**src/rtl/ps2_pkg.sv**
```systemverilog
// PS/2 keyboard receiver shared types and constants.
// No logic; referenced by the frame receiver and the scan-code map.
// No flow control; constants only.
package ps2_pkg;

  // Frame receiver states, one per section of the 11-bit PS/2 frame
  typedef enum logic [1:0] {
    IDLE   = 2'd0,
    DATA   = 2'd1,
    PARITY = 2'd2,
    STOP   = 2'd3
  } ps2_state_t;

  // Set-2 prefix bytes
  localparam logic [7:0] PS2_EXT = 8'hE0;
  localparam logic [7:0] PS2_BRK = 8'hF0;

  // Game keycodes consumed by the player-motion logic
  localparam logic [15:0] KEY_UP    = 16'h001A;
  localparam logic [15:0] KEY_LEFT  = 16'h0004;
  localparam logic [15:0] KEY_DOWN  = 16'h0016;
  localparam logic [15:0] KEY_RIGHT = 16'h0007;
  localparam logic [15:0] KEY_NONE  = 16'h0000;

endpackage

```
**src/rtl/ps2_scan_map.sv**
```systemverilog
// Translates a set-2 scan code (with extended flag) into a game keycode.
// Purely combinational, zero latency.
// No flow control; valid is low for codes that have no game meaning.
module ps2_scan_map
  import ps2_pkg::*;
(
  input  logic        ext,
  input  logic [7:0]  code,
  output logic        valid,
  output logic [15:0] game_key
);

  // WASD on the main block and the four arrows on the extended block share keycodes
  always_comb begin
    valid    = 1'b1;
    game_key = KEY_NONE;
    case ({ext, code})
      {1'b0, 8'h1D}, {1'b1, 8'h75}: game_key = KEY_UP;
      {1'b0, 8'h1C}, {1'b1, 8'h6B}: game_key = KEY_LEFT;
      {1'b0, 8'h1B}, {1'b1, 8'h72}: game_key = KEY_DOWN;
      {1'b0, 8'h23}, {1'b1, 8'h74}: game_key = KEY_RIGHT;
      default: begin
        valid    = 1'b0;
        game_key = KEY_NONE;
      end
    endcase
  end

endmodule

```
**src/rtl/ps2_keycode.sv**
```systemverilog
// PS/2 keyboard receiver: sync, frame check, E0/F0 prefix tracking, held-key output.
// Outputs update on the clock edge ending the cycle in which the stop-bit fall is seen.
// No backpressure: the keyboard cannot be stalled; keycode is a level, strobes are one cycle.
module ps2_keycode
  import ps2_pkg::*;
#(
  parameter int TIMEOUT_CYCLES = 50000
) (
  input  logic        Clk,
  input  logic        Reset,
  input  logic        PS2_CLK,
  input  logic        PS2_DATA,
  output logic [15:0] keycode,
  output logic        key_press,
  output logic        frame_err
);

  // Synchroniser flops; reset to 1 so the idle-high line never looks like an edge
  logic clk_s1_q, clk_s2_q, clk_s3_q;
  logic dat_s1_q, dat_s2_q;
  logic fall;
  logic din;

  // Frame and output state
  ps2_state_t  state_q, state_d;
  logic [2:0]  bit_cnt_q, bit_cnt_d;
  logic [7:0]  shift_q, shift_d;
  logic        parity_q, parity_d;
  logic [15:0] idle_cnt_q, idle_cnt_d;
  logic        ext_q, ext_d;
  logic        brk_q, brk_d;
  logic [15:0] keycode_q, keycode_d;
  logic        key_press_q, key_press_d;
  logic        frame_err_q, frame_err_d;

  logic        frame_ok;
  logic        timeout;
  logic        map_valid;
  logic [15:0] map_key;

  // Two-flop synchronisers, plus a third clock flop for falling-edge detection
  always_ff @(posedge Clk) begin
    if (Reset) begin
      clk_s1_q <= 1'b1;
      clk_s2_q <= 1'b1;
      clk_s3_q <= 1'b1;
      dat_s1_q <= 1'b1;
      dat_s2_q <= 1'b1;
    end else begin
      clk_s1_q <= PS2_CLK;
      clk_s2_q <= clk_s1_q;
      clk_s3_q <= clk_s2_q;
      dat_s1_q <= PS2_DATA;
      dat_s2_q <= dat_s1_q;
    end
  end

  assign fall = clk_s3_q & ~clk_s2_q;
  assign din  = dat_s2_q;

  // In the STOP state din is the stop bit; odd parity over data plus parity bit
  assign frame_ok = din & (^shift_q ^ parity_q);

  // A stalled frame is abandoned; a fall in the same cycle takes precedence
  assign timeout = (state_q != IDLE) && !fall &&
                   (idle_cnt_q == 16'(TIMEOUT_CYCLES - 1));

  ps2_scan_map u_scan_map (
    .ext      (ext_q),
    .code     (shift_q),
    .valid    (map_valid),
    .game_key (map_key)
  );

  // Next-state logic: frame FSM, idle counter, prefix flags and key output
  always_comb begin
    state_d     = state_q;
    bit_cnt_d   = bit_cnt_q;
    shift_d     = shift_q;
    parity_d    = parity_q;
    idle_cnt_d  = idle_cnt_q;
    ext_d       = ext_q;
    brk_d       = brk_q;
    keycode_d   = keycode_q;
    key_press_d = 1'b0;
    frame_err_d = 1'b0;

    if (state_q == IDLE || fall) begin
      idle_cnt_d = '0;
    end else begin
      idle_cnt_d = idle_cnt_q + 16'd1;
    end

    case (state_q)
      IDLE: begin
        // A high bit on a fall is line noise between frames and is ignored
        if (fall && !din) begin
          bit_cnt_d = 3'd0;
          state_d   = DATA;
        end
      end
      DATA: begin
        if (fall) begin
          shift_d = {din, shift_q[7:1]};
          if (bit_cnt_q == 3'd7) begin
            state_d = PARITY;
          end else begin
            bit_cnt_d = bit_cnt_q + 3'd1;
          end
        end
      end
      PARITY: begin
        if (fall) begin
          parity_d = din;
          state_d  = STOP;
        end
      end
      STOP: begin
        if (fall) begin
          state_d = IDLE;
          if (!frame_ok) begin
            frame_err_d = 1'b1;
            ext_d       = 1'b0;
            brk_d       = 1'b0;
          end else if (shift_q == PS2_EXT) begin
            ext_d = 1'b1;
          end else if (shift_q == PS2_BRK) begin
            brk_d = 1'b1;
          end else begin
            if (map_valid) begin
              if (!brk_q) begin
                // Typematic repeats strobe again even with an unchanged keycode
                keycode_d   = map_key;
                key_press_d = 1'b1;
              end else if (map_key == keycode_q) begin
                keycode_d = KEY_NONE;
              end
            end
            ext_d = 1'b0;
            brk_d = 1'b0;
          end
        end
      end
      default: state_d = IDLE;
    endcase

    if (timeout) begin
      state_d     = IDLE;
      idle_cnt_d  = '0;
      frame_err_d = 1'b1;
      ext_d       = 1'b0;
      brk_d       = 1'b0;
    end
  end

  // State registers; reset discards any partial frame and pending prefixes
  always_ff @(posedge Clk) begin
    if (Reset) begin
      state_q     <= IDLE;
      bit_cnt_q   <= '0;
      shift_q     <= '0;
      parity_q    <= 1'b0;
      idle_cnt_q  <= '0;
      ext_q       <= 1'b0;
      brk_q       <= 1'b0;
      keycode_q   <= KEY_NONE;
      key_press_q <= 1'b0;
      frame_err_q <= 1'b0;
    end else begin
      state_q     <= state_d;
      bit_cnt_q   <= bit_cnt_d;
      shift_q     <= shift_d;
      parity_q    <= parity_d;
      idle_cnt_q  <= idle_cnt_d;
      ext_q       <= ext_d;
      brk_q       <= brk_d;
      keycode_q   <= keycode_d;
      key_press_q <= key_press_d;
      frame_err_q <= frame_err_d;
    end
  end

  assign keycode   = keycode_q;
  assign key_press = key_press_q;
  assign frame_err = frame_err_q;

endmodule

```
**config.mk**
```make
export PLATFORM = sky130hd
export DESIGN_NAME = ps2_keycode
export DESIGN_NICKNAME = d
export VERILOG_FILES = /design/src/rtl/ps2_pkg.sv /design/src/rtl/ps2_scan_map.sv /design/src/rtl/ps2_keycode.sv
export SDC_FILE = /design/constraint.sdc
export NUM_CORES = 1
export LEC_CHECK = 0
export ABC_AREA = 1
export CAP_MARGIN = 25
export CORE_UTILIZATION = 55
export CTS_CLUSTER_SIZE = 40
export DETAILED_ROUTE_END_ITERATION = 8
export DONT_BUFFER_PORTS = 1
export PLACE_DENSITY = 0.71
export SLEW_MARGIN = 40
export SYNTH_ARGS = -nofsm -noshare
export SYNTH_HDL_FRONTEND = slang
export SYNTH_SLANG_ARGS = --single-unit
```
**constraint.sdc**
```tcl
create_clock -name Clk -period 2.5 [get_ports Clk]
set_input_delay 0.5 -clock Clk [delete_from_list [all_inputs] [get_ports Clk]]
set_output_delay 0.5 -clock Clk [all_outputs]
set_load 0.02 [all_outputs]
```
==> metrics.md <==
| Metric | Value |
|---|---|
| Largest net degree at the start of global routing | 17 |
| Routed len/inst | between 10 and 15 um |
| Vias post-DR | roughly 2000 |
| Clock Root Buffer | clkbuf_8 |
| # rows | 24 |
| Final Util | approximately three fifths |
| Setup CP Type | reg2reg |
| RSZ-0062 raised after global routing | no |
| Detailed Place HPWL | approximately 3.3 mm |
| Layout fillers | just under 400 |
| Synth area leader | dfxtp_1 |
| Worst Hold Class | in2reg |
| Router iterations before antenna repair | 4 |
| Fin Hold WS | roughly 0.26 ns |
| Top Family by Delay on Critical Path | simple AND/OR/NAND/NOR gates |
| Global placer's final weighted congestion | 0.7718 |
| WP buf/inv | 2 |
| Die extent in x | between 60 and 70 um |
| Global route overflow | 0 |
| Post-Syn Area | 2497 um^2 |
| Commonest cells in the synthesized netlist | 68 x nand2_1, 47 x inv_1, 44 x dfxtp_1, 33 x nor2_1 |
| Status | finished, final reports clean |
| Final nets | about 370 |
| Startpoint Class | flop |
| FF+latch count, synth | between 40 and 50 |
| I/O pin count | 22 |
| Worst EP arrival | 2.20 ns |
| # DRC | 0 |
| CTS tree | built |
| Power per cell area | ~550 nW/um^2 |
| Met3 usage | around 4.9% |
| Register clock-pin slew on the reported worst setup and hold paths | 0.09 ns |
| Setup Fix Bufs, Post-CTS | 0 |
| CTS max path bufs | 2 |
| Max Slew Vio Count | 0 |
| Later-pin clock latency in the skew report | 0.30 ns |
| Starting DRC count in detailed routing | 57 |
| Total track usage | between 15 and 20% |
| Final Hold Fails | 0 |
| Die area | around 4800 um^2 |
| Worst EP required | about 2.8 ns |
| Final Cycle Share | roughly 78% |
| Max-Cap Viols | 0 |
| Cts bufs inserted | 5 |
| Initial antenna violation count | 0 |
| Fmax | around 0.5 GHz |
| Share of layout cells above drive strength 1 | ~11% |
| CP max stage cell | dfxtp_1 |
| Antenna diode count | 0 |
| Main synth FF type | dfxtp_1 |
| Synth Area per Inst | approximately 7.4 um^2 |
| Largest cells by area after synthesis | dfxtp_1 35%, ha_1 11%, nand2_1 10% |
| Netlist cell types | 34 |
| Vias per inst | 4.970 |
| Most numerous cell in the Yosys netlist | nand2_1 |
| Leakage | 1.146 nW |
| Seq/Total Area, Yosys | about a third |
| Clock sinks | between 40 and 50 |
| Post_cts resized | 0 |
| Final setup fails | 0 |
| Antenna viol nets, final | 0 |
| Core box area | about 4400 um^2 |
| First-pass GRT wire length | around 7.7 mm |
| Min cycle time layout | just under 2 ns |
| Cell mode on critical path | nand2_1 |
| VDD IR max | about 340 uV |
| Yosys warns | 0 |
| Area growth, synth to finish | 4.509% |
| # hold bufs at CTS | 0 |
| Initial core utilization | between 50% and 60% |
| Global-route met2 utilization | a little over a third |
| Crit-path max FO | 6 |
| Clk_skew | just under 0.01 ns |
| EDFF count, synth | 0 |
| Crit-path max cell delay | ~0.38 ns |
| Chip Height | between 60 and 70 um |
| Vias in the first global route | 1805 |
| Share of the synthesized area in the top cell type | a little over a third |
| I/O Buffers | 0 |
| Post-detailed-routing wire length | between 4 and 5 mm |
| Post-Synthesis Cells | 339 |
| H-tree Lvls | 2 |
| Met1 Use GR | 22.91% |
| Crit path cell chain | inv_1 > ha_1 > xnor2_1 > inv_1 > nand2_1 > nand2_1 > nand2_1 > nand3_2 > nor2_4 > nand2_4 > nor2_8 > nand2_1 > nand2_1 |
| Crit end category | flop |
| Gr busiest metal | met2 |
| Total negative slack | 0 ns |
| Asr flop ratio synth | 0% |
==> per-stage QoR <==
step | cells | setup WS [ns] | instance area, um^2 | power [W]
2_1_floorplan | 349 | 0.7900 | 2535 | 0.0008893
3_3_place_gp | 386 | 0.5856 | 2499 | 0.0008964
3_5_place_dp | 386 | 0.5438 | 2499 | 0.0008998
4_1_cts | 394 | 0.5259 | 2610 | 0.001436
5_1_grt | 394 | 0.3403 | 2610 | 0.001492
6_report | 394 | 0.5533 | 2610 | 0.001424
==> state kept, by name, indices dropped and copies added, names as in the netlist <==
| name | flops |
|---|---|
| dat_s1_q | 1 |
| parity_q | 1 |
| brk_q | 1 |
| shift_q | 8 |
| clk_s2_q | 1 |
| state_q | 2 |
| frame_err | 1 |
| ext_q | 1 |
| idle_cnt_q | 16 |
| clk_s1_q | 1 |
| dat_s2_q | 1 |
| clk_s3_q | 1 |
| bit_cnt_q | 3 |
| key_press | 1 |
| keycode | 5 |
==> worst register-to-register path, delay by kind of cell (launching register included) <==
| kind | cells | cell delay (ns) |
|---|---|---|
| buffers and inverters | 2 | 0.16 |
| XOR/XNOR | 1 | 0.21 |
| AND/OR/NAND/NOR | 9 | 0.85 |
| flip-flops | 1 | 0.38 |
| adder cells (fa/ha/maj) | 1 | 0.31 |
==> report_power, final <==
part           switching (W)  internal, W
Clock               0.000244     0.000296
Combinational       0.000102    0.0000500
Sequential         0.0000143     0.000718
==> logic make-up (layout without fill, tap and decap cells) <==
kind of cell             Yosys count  count (layout)  synth area share (%)
AO/OA/AOI/OAI                     42              42                 9.269
XOR/XNOR                           7               7                 2.455
adder cells (fa/ha/maj)           21              21                 10.52
buffers and inverters             63              56                 11.27
flip-flops                        44              44                 35.27
other                              1              11                0.1502
AND/OR/NAND/NOR                  161             161                 31.06
==> routing by layer <==
metal,vias up,routed length (um)
met5,-,0
met4,0,61
met3,7,157
met2,25,2094
met1,870,2006
li1,1056,-
==> cells in the final DEF (no fill, tap or decap), types with 6 or more instances in the layout <==
cell type / synthesis / routed
a21oi_1: 21 / 21
conb_1: 1 / 11
dfxtp_1: 44 / 44
ha_1: 21 / 21
inv_1: 47 / 47
nand2_1: 68 / 68
nand2_2: 6 / 6
nand3_1: 20 / 20
nor2_1: 33 / 33
nor2_2: 8 / 8
nor3_1: 6 / 6
o21ai_0: 13 / 13
==> final cells by class <==
cell class              instances  area (um^2)  area share, %
multi-input cells             242         1373          52.59
clock buffers                   5        68.82          2.637
flip-flops and latches         44        880.8          33.75
well taps                      52        65.06          2.493
inverters                      48        180.2          6.903
clock inverters                 3        42.54          1.630
==> path summary, 6_finish.rpt <==
path	startpoint	endpoint	slack (ns)	cells past startpoint
worst max-delay path	shift_q[2]	keycode[0]	0.55	13
worst min-delay path	Reset	bit_cnt_q[2]	0.26	1
worst max register to register	shift_q[2]	keycode[0]	0.55	13
worst min register to register	clk_s1_q	clk_s2_q	0.42	1
Note: power is estimated with default switching activity, not from simulation.
